**src/rtl/phase_aligned_serializer.sv**
```systemverilog
// phase_aligned_serializer
//   Fast-domain serializer for a wide word produced in a slow sync clock domain.
//   On each phase_i pulse the word is captured into a shadow register and
//   streamed as MULT beats of NBITS. Beat 0 appears one clock after the pulse.
//   The block checks the spacing of phase pulses, locks after LOCK_COUNT good
//   periods and flags slips while locked.
//
//   Optional feature: define PHASE_SER_ERRCNT_EN to build the saturating slip
//   counter on err_cnt_o; otherwise err_cnt_o reads 8'h00.
//
// Ports
//   clk_i      fast clock, posedge
//   rst_n_i    synchronous active-low reset
//   phase_i    1 on the first fast clock of each sync period
//   dat_i      MULT*NBITS sync-domain word, beat k = dat_i[k*NBITS +: NBITS]
//   dat_o      current output beat
//   first_o    dat_o carries beat 0 (LOCKED only)
//   valid_o    dat_o valid (LOCKED only)
//   locked_o   LOCKED state
//   err_o      one-cycle pulse on a slip while LOCKED
//   err_cnt_o  saturating slip count
module phase_aligned_serializer #(
  parameter int MULT       = 4,
  parameter int NBITS      = 16,
  parameter int LOCK_COUNT = 4
) (
  input  logic                  clk_i,
  input  logic                  rst_n_i,
  input  logic                  phase_i,
  input  logic [MULT*NBITS-1:0] dat_i,
  output logic [NBITS-1:0]      dat_o,
  output logic                  first_o,
  output logic                  valid_o,
  output logic                  locked_o,
  output logic                  err_o,
  output logic [7:0]            err_cnt_o
);

  localparam int BW = $clog2(MULT);
  localparam int GW = (LOCK_COUNT > 1) ? $clog2(LOCK_COUNT + 1) : 1;
  localparam logic [BW-1:0] BEND  = BW'(MULT - 1);
  localparam logic [GW-1:0] GLAST = GW'(LOCK_COUNT - 1);

  typedef enum logic [1:0] {HUNT, ALIGN, LOCKED} state_t;

  state_t                      state, state_nxt;
  logic [BW-1:0]               bcnt, bcnt_nxt;
  logic [GW-1:0]               good, good_nxt;
  logic [MULT-1:0][NBITS-1:0]  shadow;
  logic [MULT-1:0][NBITS-1:0]  dat_beats;
  logic                        at_end, early, missing, slip_err;

  assign dat_beats = dat_i;
  assign at_end    = (bcnt == BEND);
  assign early     = phase_i && !at_end;
  assign missing   = !phase_i && at_end;
  // A pulse always realigns the beat counter, so bcnt doubles as the index of
  // the beat currently on dat_o.
  assign bcnt_nxt  = (phase_i || at_end) ? '0 : bcnt + 1'b1;

  // State register and datapath
  always_ff @(posedge clk_i) begin
    if (!rst_n_i) begin
      state  <= HUNT;
      bcnt   <= '0;
      good   <= '0;
      shadow <= '0;
      dat_o  <= '0;
      err_o  <= 1'b0;
    end else begin
      state <= state_nxt;
      bcnt  <= bcnt_nxt;
      good  <= good_nxt;
      err_o <= slip_err;
      if (phase_i) begin
        shadow <= dat_beats;
        dat_o  <= dat_beats[0];
      end else begin
        dat_o  <= shadow[bcnt_nxt];
      end
    end
  end

  // Next-state logic
  always_comb begin
    state_nxt = state;
    good_nxt  = good;
    slip_err  = 1'b0;
    case (state)
      HUNT: begin
        // first pulse is never judged: there is no reference yet
        if (phase_i) begin
          state_nxt = ALIGN;
          good_nxt  = '0;
        end
      end
      ALIGN: begin
        if (phase_i && at_end) begin
          if (good == GLAST) begin
            state_nxt = LOCKED;
            good_nxt  = '0;
          end else begin
            good_nxt = good + 1'b1;
          end
        end else if (early) begin
          good_nxt = '0;
        end else if (missing) begin
          state_nxt = HUNT;
          good_nxt  = '0;
        end
      end
      LOCKED: begin
        if (early || missing) begin
          slip_err  = 1'b1;
          state_nxt = ALIGN;
          good_nxt  = '0;
        end
      end
      default: state_nxt = HUNT;
    endcase
  end

  // Outputs decoded from the registered state, so they drop on the same
  // edge that raises err_o.
  always_comb begin
    locked_o = (state == LOCKED);
    valid_o  = (state == LOCKED);
    first_o  = (state == LOCKED) && (bcnt == '0);
  end

`ifdef PHASE_SER_ERRCNT_EN
  logic [7:0] err_cnt;
  always_ff @(posedge clk_i) begin
    if (!rst_n_i)
      err_cnt <= '0;
    else if (slip_err && (err_cnt != 8'hFF))
      err_cnt <= err_cnt + 8'd1;
  end
  assign err_cnt_o = err_cnt;
`else
  assign err_cnt_o = 8'h00;
`endif

endmodule
```
**config.mk**
```make
export PLATFORM = sky130hd
export DESIGN_NAME = phase_aligned_serializer
export DESIGN_NICKNAME = d
export VERILOG_FILES = /design/src/rtl/phase_aligned_serializer.sv
export SDC_FILE = /design/constraint.sdc
export NUM_CORES = 1
export LEC_CHECK = 0
export CAP_MARGIN = 25
export CORE_MARGIN = 2
export CORE_UTILIZATION = 35
export CTS_CLUSTER_SIZE = 40
export DETAILED_ROUTE_END_ITERATION = 10
export PLACE_DENSITY = 0.67
export REMOVE_ABC_BUFFERS = 1
export SYNTH_ARGS = -nofsm -noshare
export SYNTH_HDL_FRONTEND = slang
export SYNTH_SLANG_ARGS = --single-unit
export TNS_END_PERCENT = 100
```
**constraint.sdc**
```tcl
create_clock -name clk_i -period 5.5 [get_ports clk_i]
set_clock_uncertainty 0.2 [all_clocks]
set_input_delay 1.1 -clock clk_i [delete_from_list [all_inputs] [get_ports clk_i]]
set_output_delay 1.1 -clock clk_i [all_outputs]
set_load 0.05 [all_outputs]
```
Word level (Yosys, flattened, before mapping)

Cells that the tools add are included.

Eq/ne operators: 10
Add/subtract/negate cells: 2
Muxes and demuxes: 19
Magnitude comparators: 1
Reduce and logical (&&, ||, !) cells: 14

Operators with widths:

| cell                                                                         | count |
|---|---|
| 16-bit binary-select mux with 2-bit select                                   | 1 |
| 16-bit 2-to-1 mux                                                            | 2 |
| 3-bit 2-to-1 mux                                                             | 6 |
| 2-bit 2-to-1 mux                                                             | 7 |
| 3-bit inequality test, second input constant                                 | 3 |
| 3-bit case mux with 3 select lines                                           | 1 |
| 2-bit case mux with 3 select lines                                           | 1 |
| 5-bit AND reduction                                                          | 1 |
| 2-bit == test, second input constant                                         | 2 |
| 1-bit logical AND                                                            | 4 |
| 2-bit logical NOT                                                            | 2 |
| 4-bit inequality test, second input constant                                 | 1 |
| 4-bit AND reduction                                                          | 1 |
| 3-bit by 1-bit adder with 3-bit output, second input constant                | 1 |
| 3-bit by 2-bit == test with 1-bit output, second input constant              | 1 |
| 2-bit by 3-bit less-than comparator with 1-bit output, second input constant | 1 |
| 3-bit nonzero test                                                           | 1 |
| 2-bit by 1-bit adder with 2-bit output, second input constant                | 1 |
| 2-bit by 1-bit == test with 1-bit output, second input constant              | 1 |
| 1-bit logical NOT                                                            | 2 |
| 1-bit logical OR                                                             | 2 |
| 2-bit by 1-bit inequality test with 1-bit output, second input constant      | 1 |
| 2-bit inequality test, second input constant                                 | 1 |
| 2-bit AND reduction                                                          | 1 |
| 1-bit 2-to-1 mux                                                             | 1 |

Input bits: 67
Word-level logic and storage cells: 55
Flip-flop bits (word level): 88

Depth between registers and ports, before layout

Gate-level depths: netlist of run 1.

Word-level depth: 6
Depth in mapped cells: 10
Gate-level depth less buffers: 7

Worst setup path before layout of run 1

OpenSTA, ideal clock, no wires.

Path type: register to output
Start: register state[1]
End: output port first_o
Slack: 2393 ps
Required time: 4200 ps
Path buffers: 0
Data arrival time: 1807 ps
Cell stages (with the launch flop): 3
Cells stage by stage: dfxtp_1 nor2b_1 and2_1

Word-level cells in the longest chain between the ends: 2

Ends and longest elaborated chain:

| element                | RTL line | RTL |
|---|---|---|
| start, declared        | 46       | `state_t state, state_nxt;` |
| start signal, assigned | 71       | `state <= state_nxt;` |
| 2-bit == test          | --       |  |
| via locked_o           | 34       | `output logic locked_o,` |
| 1-bit logical AND      | 128      | `first_o = (state == LOCKED) && (bcnt == '0);` |
| end, declared          | 32       | `output logic first_o,` |

The timed path passes the listed nets, and every way through them passes these cells.

Final worst setup path of run 1

Start: input port phase_i
End: register dat_o[12]

Word-level cells in the longest chain between the ends: 5

Ends and longest elaborated chain:

| element                                    | RTL line | RTL |
|---|---|---|
| start, declared                            | 29       | `input logic phase_i,` |
| 1-bit logical OR                           | 59       | `assign bcnt_nxt = (phase_i \|\| at_end) ? '0 : bcnt + 1'b1;` |
| 2-bit 2-to-1 mux                           | 59       |  |
| 16-bit binary-select mux with 2-bit select | 79       | `dat_o <= shadow[bcnt_nxt];` |
| 16-bit 2-to-1 mux (not written as such)    | 79       |  |
| 16-bit 2-to-1 mux (*)                      | 75       | `if (phase_i) begin` |
| end signal, assigned                       | 77       | `dat_o <= dat_beats[0];` |
| end signal, assigned                       | 79       |  |
| end, declared                              | 31       | `output logic [NBITS-1:0] dat_o,` |

Every way passes the cells marked *; elsewhere a longest branch is shown, timed or not. The select of a mux whose other input is x is not followed.
A chain may end at the register's enable or synchronous reset.

==> flow_results.org, run 1 <==
** Min path
- Hold path endpoint :: good[2]$_SDFFE_PN0P_
- Min-delay worst type :: reg2reg
- Number of cells on the worst hold path :: 2
- Beginning of the worst hold path :: good[2]$_SDFFE_PN0P_

** Synthesis
- Number of unique standard cell types used by synthesis :: 32
- #FFs+latches synth :: 88
- Sorting the synthesized cells by area gives the leading types as dfxtp_1 44%, mux2i_1 20%, nor2b_1 10%.
- Sequential area share after synthesis :: 43.9%
- Yosys mapped a number of flops with a built-in enable equal to 0.
- Asr flop ratio synth :: 0%
- Mean area per synthesized cell :: 10.1 µm²
- Among all flip-flop cells after synthesis, the most frequent one is dfxtp_1.
- Post-Synthesis Cells :: 396
- After synthesis, the largest area contributor takes up 43.9% of total cell area.
- For this run, the number of Yosys warnings is 0.
- The synthesized netlist occupies a cell area of 4010 µm².
- Most area-hungry cell type in the Yosys netlist :: dfxtp_1

** Power
- For this design the static power due to leakage is 2.03 nW.
- In this run, the combinational gates consume 15.2% of the power.
- In this run, flip-flops and latches consume 42.2% of the power.
- Internal power :: 0.00125 W
- Worst vdd rail ir drop :: 0.202 mV
- Total power density per cell area :: 316 nW/µm²
- Of the total power, the share spent switching nets is 23.8%.
- Net Switching :: 0.000392 W
- In this run, the clock network consumes 42.6% of the power.

** STA
- For this run, the top clock speed supported by timing is 282 MHz.
- The total count of hold-check failures in the final report is 0.
- Pins over their slew limit :: 0
- In the final timing run, aggregate negative setup slack is 0 ns.
- Dividing the final minimum period by the clock period gives 64.5%.
- After layout, the minimum clock period comes to 3.55 ns.
- Actual slew at the worst max-slew pin :: 0.833 ns
- Final setup violation count :: 0
- Measured against its own limit, the worst slew margin works out to 44.3%.
- Setup repair after global routing missed its margin :: false

** GRT
- Number of global-route vias before repair :: 2864
- In the global route stage, overall resource usage came out at 14.8%.
- The number of antenna violations at the first check in global routing came to 0.
- Wire length of the first global-routing pass :: 14500 µm
- Entering global routing, the biggest net connects 47 pins.
- Global-route congestion overflow total :: 0

** Drt
- In the routed layout, each cell is associated on average with a via count of 4.77.
- In the routed design, unresolved DRC markers number 0.
- WL per Instance :: 14.7 µm
- The detailed router placed 2917 vias in this run.
- Initial DRC Count :: 97
- For this run, the detailed router's first-pass iteration total came to 4.
- Antenna Violating Nets Remaining :: 0
- The final layout contains routed wiring with a total length of 8970 µm.

** Clock tree
- Hold_buf cts :: 0
- The number of clock buffers added by TritonCTS is 9.
- TritonCTS built the clock tree.
- CTS H-Tree Depth :: 3
- # Post-CTS Setup Buffers :: 0
- Clock transition at the registers of the reported paths :: 0.06 ns
- In this run the deepest clock path goes through 2 buffers.
- Clock sink count :: 88
- Resize count post-CTS :: 0
- The cell sitting at the root of the clock tree is a clkbuf_16.
- For the worst-skew pair, the clock arrives at the later sink with an insertion delay of 0.33 ns.

** Worst setup path
- R2r startpoint :: bcnt[0]$_SDFF_PN0_
- Crit-path max FO :: 35
- CP endpoint kind :: flip-flop
- The endpoint identified for the worst register-to-register timing path is dat_o[12]$_SDFF_PN0_.
- First element of the critical path :: phase_i
- Highest cell delay on the worst timing path :: 0.74 ns
- For the worst setup path, the data required time is 5.57 ns.
- Type of the setup path with the least slack :: in2reg
- Critical Path AT :: 3.61 ns
- Worst reg-to-reg path cell count :: 8
- For flop-to-flop paths, the worst setup slack is 2.31 ns.
- The slowest stage of the critical path is the nand2_1 cell.
- STA classifies the critical path startpoint as an input port.
- Walking the worst path, the cells encountered are buf_4 > inv_1 > ha_1 > nand2_1 > o22ai_2 > a21oi_1 > a21oi_2.

** Flow run
- The tool flagged a number of max-cap violations equal to 0.

** Die
- Vert. Die Dim :: 111 µm
- The die covers 12300 µm².
- Row count :: 39
- The die is 111 µm wide.
- 95 I/O pins were placed.
- The initial utilization of the core area, before any placement, comes to 35.4%.
- The total area inside the core boundary comes to 11300 µm².

** Place
- The HPWL after detailed placement is 6000 µm.
- Port Buffer Count :: 86
- Placed Instances :: 598
- Routability-driven placement finished with a final weighted congestion of 0.726.

** Outcome
- The flow ran to the end, and the final reports show no timing, DRC or antenna violations.

** Cells and area
- The number of antenna diodes in the final layout is 0.
- For this run, the post-layout net count is 539.
- Relative to the synthesized area, the layout overhead comes to 29.8%.
- In the final layout, the share of cells above drive strength 1 is 9.17%.
- Non-filler cells in the finished layout :: 612
==> layout by cell type, fill, tap and decap left out, types with 5 or more instances in the layout <==
cell and count:
dfxtp_1 88, clkdlybuf4s50_1 84, mux2i_1 82, nor2b_1 65, a21oi_1 23, nand2_1 21, o21ai_0 19, a21oi_2 11
o22ai_2 10, clkbuf_16 9, o22ai_1 8, conb_1 8, inv_1 6, ha_1 6, buf_4 5
==> registers in the layout, indices dropped and copies added, names as in the netlist <==
register / cells
good: 3
shadow: 64
state: 2
bcnt: 2
err_o: 1
dat_o: 16
==> cells by family after synthesis <==
kind of cell    share of synthesized area (%)
mux                                      20.5
simple gates                             13.9
other cells                            0.0935
compound gates                           13.2
flops                                    43.9
fa+ha+maj                                1.87
buf+inv                                  6.55
==> worst max-delay path, delay by kind of cell <==
family,cells,cell delay (ns)
buffers and inverters,2,0.43
adder cells (fa/ha/maj),1,0.70
AND/OR/NAND/NOR,1,0.74
AO/OA/AOI/OAI,3,0.60
==> Yosys cell counts, types with 8 or more instances <==
| master | n |
|---|---|
| a21oi_2 | 11 |
| nor2b_1 | 65 |
| dfxtp_1 | 88 |
| o22ai_1 | 8 |
| o21ai_0 | 19 |
| a21oi_1 | 23 |
| o22ai_2 | 10 |
| nand2_1 | 21 |
| clkbuf_1 | 11 |
| mux2i_1 | 82 |
| buf_4 | 13 |
| buf_2 | 9 |
==> through the flow <==
stage | power (W) | area (µm²) | util (%) | hold WS [ns] | worst slack [ns]
6_report | 0.00165 | 5200 | 46.0 | 0.258 | 1.95
3_5_place_dp | 0.000960 | 4860 | 42.9 | 0.251 | 1.63
4_1_cts | 0.00166 | 5200 | 46.0 | 0.261 | 1.93
5_1_grt | 0.00172 | 5200 | 46.0 | 0.293 | 1.69
2_1_floorplan | 0.000846 | 3800 | - | 0.224 | 1.75
3_3_place_gp | 0.000954 | 4860 | 42.9 | 0.239 | 1.68
==> power groups by stage <==
stage,Clock [W],Sequential [W],Combinational (W)
5_1_grt,0.000748,0.000697,0.000270
4_1_cts,0.000715,0.000694,0.000254
3_3_place_gp,0,0.000706,0.000248
6_report,0.000701,0.000694,0.000251
2_1_floorplan,0,0.000735,0.000111
3_5_place_dp,0,0.000708,0.000253
==> per-layer routing <==
metal  share of wire, %  vias up  GRT usage (%)  wire (µm)
li1                   -     1482              -          -
met1                 48     1358           19.6       4270
met2                 47       66           23.8       4180
met3                4.3       11           4.05        389
met4                1.5        0           3.95        133
met5                  0        -              0          0
==> worst max-delay path by stage <==
stage               slack [ns]  cells past startpoint                    to
floorplan                 1.75                      2               first_o
global placement          1.68                      7   dat_o[9]$_SDFF_PN0_
detailed placement        1.63                      7  dat_o[13]$_SDFF_PN0_
CTS                       1.93                      7  dat_o[12]$_SDFF_PN0_
global route              1.69                      7   dat_o[6]$_SDFF_PN0_
finish                    1.95                      7  dat_o[12]$_SDFF_PN0_
==> cell type report <==
class | count | area (µm²)
Fill cell | 1093 | 6120
Multi-Input combinational cell | 270 | 2010
Sequential cell | 88 | 1760
Timing Repair Buffer | 90 | 883
Clock buffer | 11 | 253
Tap cell | 143 | 179
Clock inverter | 3 | 90.1
Inverter | 7 | 26.3
Note: power is estimated with default switching activity, not from simulation.
==> run 2: changes to the inputs <==
clock period = 3.5 ns   (was 5.5 ns; I/O delays follow)
==> flow_results.org, run 2 (synthesis gave the netlist of run 1 again) <==
** Die
- Area of the core region :: 11300 µm²
- Die outline width :: 111 µm
- The die covers 12300 µm².
- Number of ports placed on the die boundary :: 95
- For this configuration, the core starts out at a cell density of 35.4%.
- In this run the vertical extent of the chip is 111 µm.
- Row count :: 39

** GRT
- Gr usage total :: 15.0%
- Wire length of the first global-routing pass :: 15000 µm
- Number of antenna violations at the first check in global routing :: 0
- The total overflow left after global routing is 0.
- Entering global routing, the biggest net connects 63 pins.
- The number of global-route vias before repair is 3096.

** Worst setup path
- Grouping stages by cell kind, the critical path spends the most delay in buffers and inverters.
- Startpoint class of the critical path :: flip-flop
- Critical Path AT :: 1.98 ns
- The slowest stage of the critical path belongs to the cell clkdlybuf4s50_1.
- CP endpoint kind :: primary output
- The critical path goes through nor2b_1 > clkdlybuf4s50_1.
- Along the worst path, the maximum fanout reaches 6.
- WP data required :: 2.60 ns
- Counting both buffers and inverters, the worst setup path holds a total of 1.
- Type of the setup path with the least slack :: reg2out
- In this design, the stage delay of the slowest critical-path cell is 0.87 ns.

** Place
- Port Buffer Count :: 86
- Including well taps, the total number of placed cells is 603.
- Final weighted congestion in routability-driven placement :: 0.732
- Placed wire-length estimate :: 6310 µm

** Clock tree
- # Post-CTS Setup Buffers :: 0
- At the later pin of the worst-skew pair, clock insertion delay measures 0.33 ns.
- Post-CTS repair changed the size of 0 cells.
- The number of clock buffers added by TritonCTS is 9.
- TritonCTS built the clock tree.
- Clock Path Buffers :: 2
- Hold_buf cts :: 0
- Clock-pin slew was measured on the worst setup and hold paths at 0.06 ns.
- Root buf cell :: clkbuf_16
- The tree built by TritonCTS fans out to 88 sinks.
- The H-tree was split into 3 levels.

** Drt
- Using the TritonRoute via totals, the vias-per-cell ratio works out to 4.81.
- In the routed design, unresolved DRC markers number 0.
- Detailed-router iteration count before antenna repair :: 4
- Initial DRC Count :: 98
- Via count :: 2978
- The detail route stage leaves a number of antenna-violating nets equal to 0.
- Overall routed net length :: 9160 µm
- WL per Instance :: 14.8 µm

** Cells and area
- Util after Layout :: 45.9%
- 0 antenna diodes ended up in the layout.
- Most common library cell in the layout ignoring fill and taps :: dfxtp_1
- In the final layout, the share of cells above drive strength 1 is 10.7%.
- The final layout contains 544 nets.
- shadow holds more flip-flops than any other register.
- Non-filler cells in the finished layout :: 619
- Most frequent cells in the layout :: 88 x dfxtp_1, 83 x clkdlybuf4s50_1, 82 x mux2i_1, 65 x nor2b_1, 23 x a21oi_1
- The largest registers in the layout are shadow x64, dat_o x16, good x3.
- Relative to the synthesized area, the layout overhead comes to 29.6%.
- The register with the most flip-flops in the layout has 64 of them.

** Outcome
- The run finished with clean final reports.

** STA
- Final setup violation count :: 0
- Sum of negative setup slack :: 0 ns
- Of the available clock period, the critical path in the final layout requires 82.3%.
- Post-layout minimum cycle time :: 2.88 ns
- Achievable frequency :: 347 MHz
- Setup repair after global routing missed its margin :: false
- Headroom to the max-slew limit came out at 32.3%.
- Number of hold violations in the final report :: 0
- Actual slew at the worst max-slew pin :: 1.02 ns
- Pins over their slew limit :: 0

** Min path
- Min-delay worst type :: reg2reg

** Power
- VDD sags by at most 0.274 mV.
- Total leakage power :: 2.03 nW
- The design draws 0.00243 W.
- Total power density per cell area :: 469 nW/µm²

** Flow run
- Max-cap violations in this run came to 0.
run 2: cell count changes in the layout (fill, tap and decap cells not counted), sizes merged:
| cell | change |
|---|---|
| clkinv | +4 |
| clkinvlp | +2 |
| clkdlybuf4s50 | -1 |
| buf | +6 |
| clkbuf | -2 |
| bufinv | -2 |
run 2: metrics by stage:
stage	hold WS, ns	instance area, µm²	setup slack, ns
floorplan	0.224	3800	0.145
global placement	0.241	4900	0.774
detailed placement	0.246	4900	0.748
CTS	0.255	5190	0.603
global route	0.261	5190	0.511
finish	0.252	5190	0.618
run 2: layer usage:
layer	up-vias	share of wire, %	GRT usage [%]
met5	-	0	0
met4	0	0.95	4.36
met3	6	4.8	4.05
met2	76	49	25.4
met1	1404	46	18.8
li1	1492	-	-
run 2: worst min-delay path, cell delays in order (launching register included):
cell and delay [ns]:
dfxtp_1 0.32, nand2_1 0.06, nor3_1 0.04
run 2: area by class of cell:
| class | count | area (µm²) |
|---|---|---|
| clock buffer | 9 | 225 |
| clock inverter | 7 | 72.6 |
| fill | 1083 | 6130 |
| inverter | 7 | 26.3 |
| multi-input combinational | 270 | 2010 |
| sequential | 88 | 1760 |
| tap | 143 | 179 |
| timing repair buffer | 95 | 918 |
run 2: worst paths after layout:
check,startpoint,end,slack [ns],depth (start not counted)
min reg2reg,good[2]$_SDFFE_PN0P_,good[2]$_SDFFE_PN0P_,0.25,2
max reg2reg,bcnt[0]$_SDFF_PN0_,dat_o[9]$_SDFF_PN0_,1.03,9
min,good[2]$_SDFFE_PN0P_,good[2]$_SDFFE_PN0P_,0.25,2
max,state[1]$_SDFFE_PN0P_,valid_o,0.62,2
run 2: report_power, final:
part | internal [W] | switching (W) | total (W)
clock network | 0.000552 | 0.000390 | 0.000942
registers | 0.00106 | 0.0000326 | 0.00109
logic | 0.000186 | 0.000211 | 0.000398
total | 0.00180 | 0.000634 | 0.00243
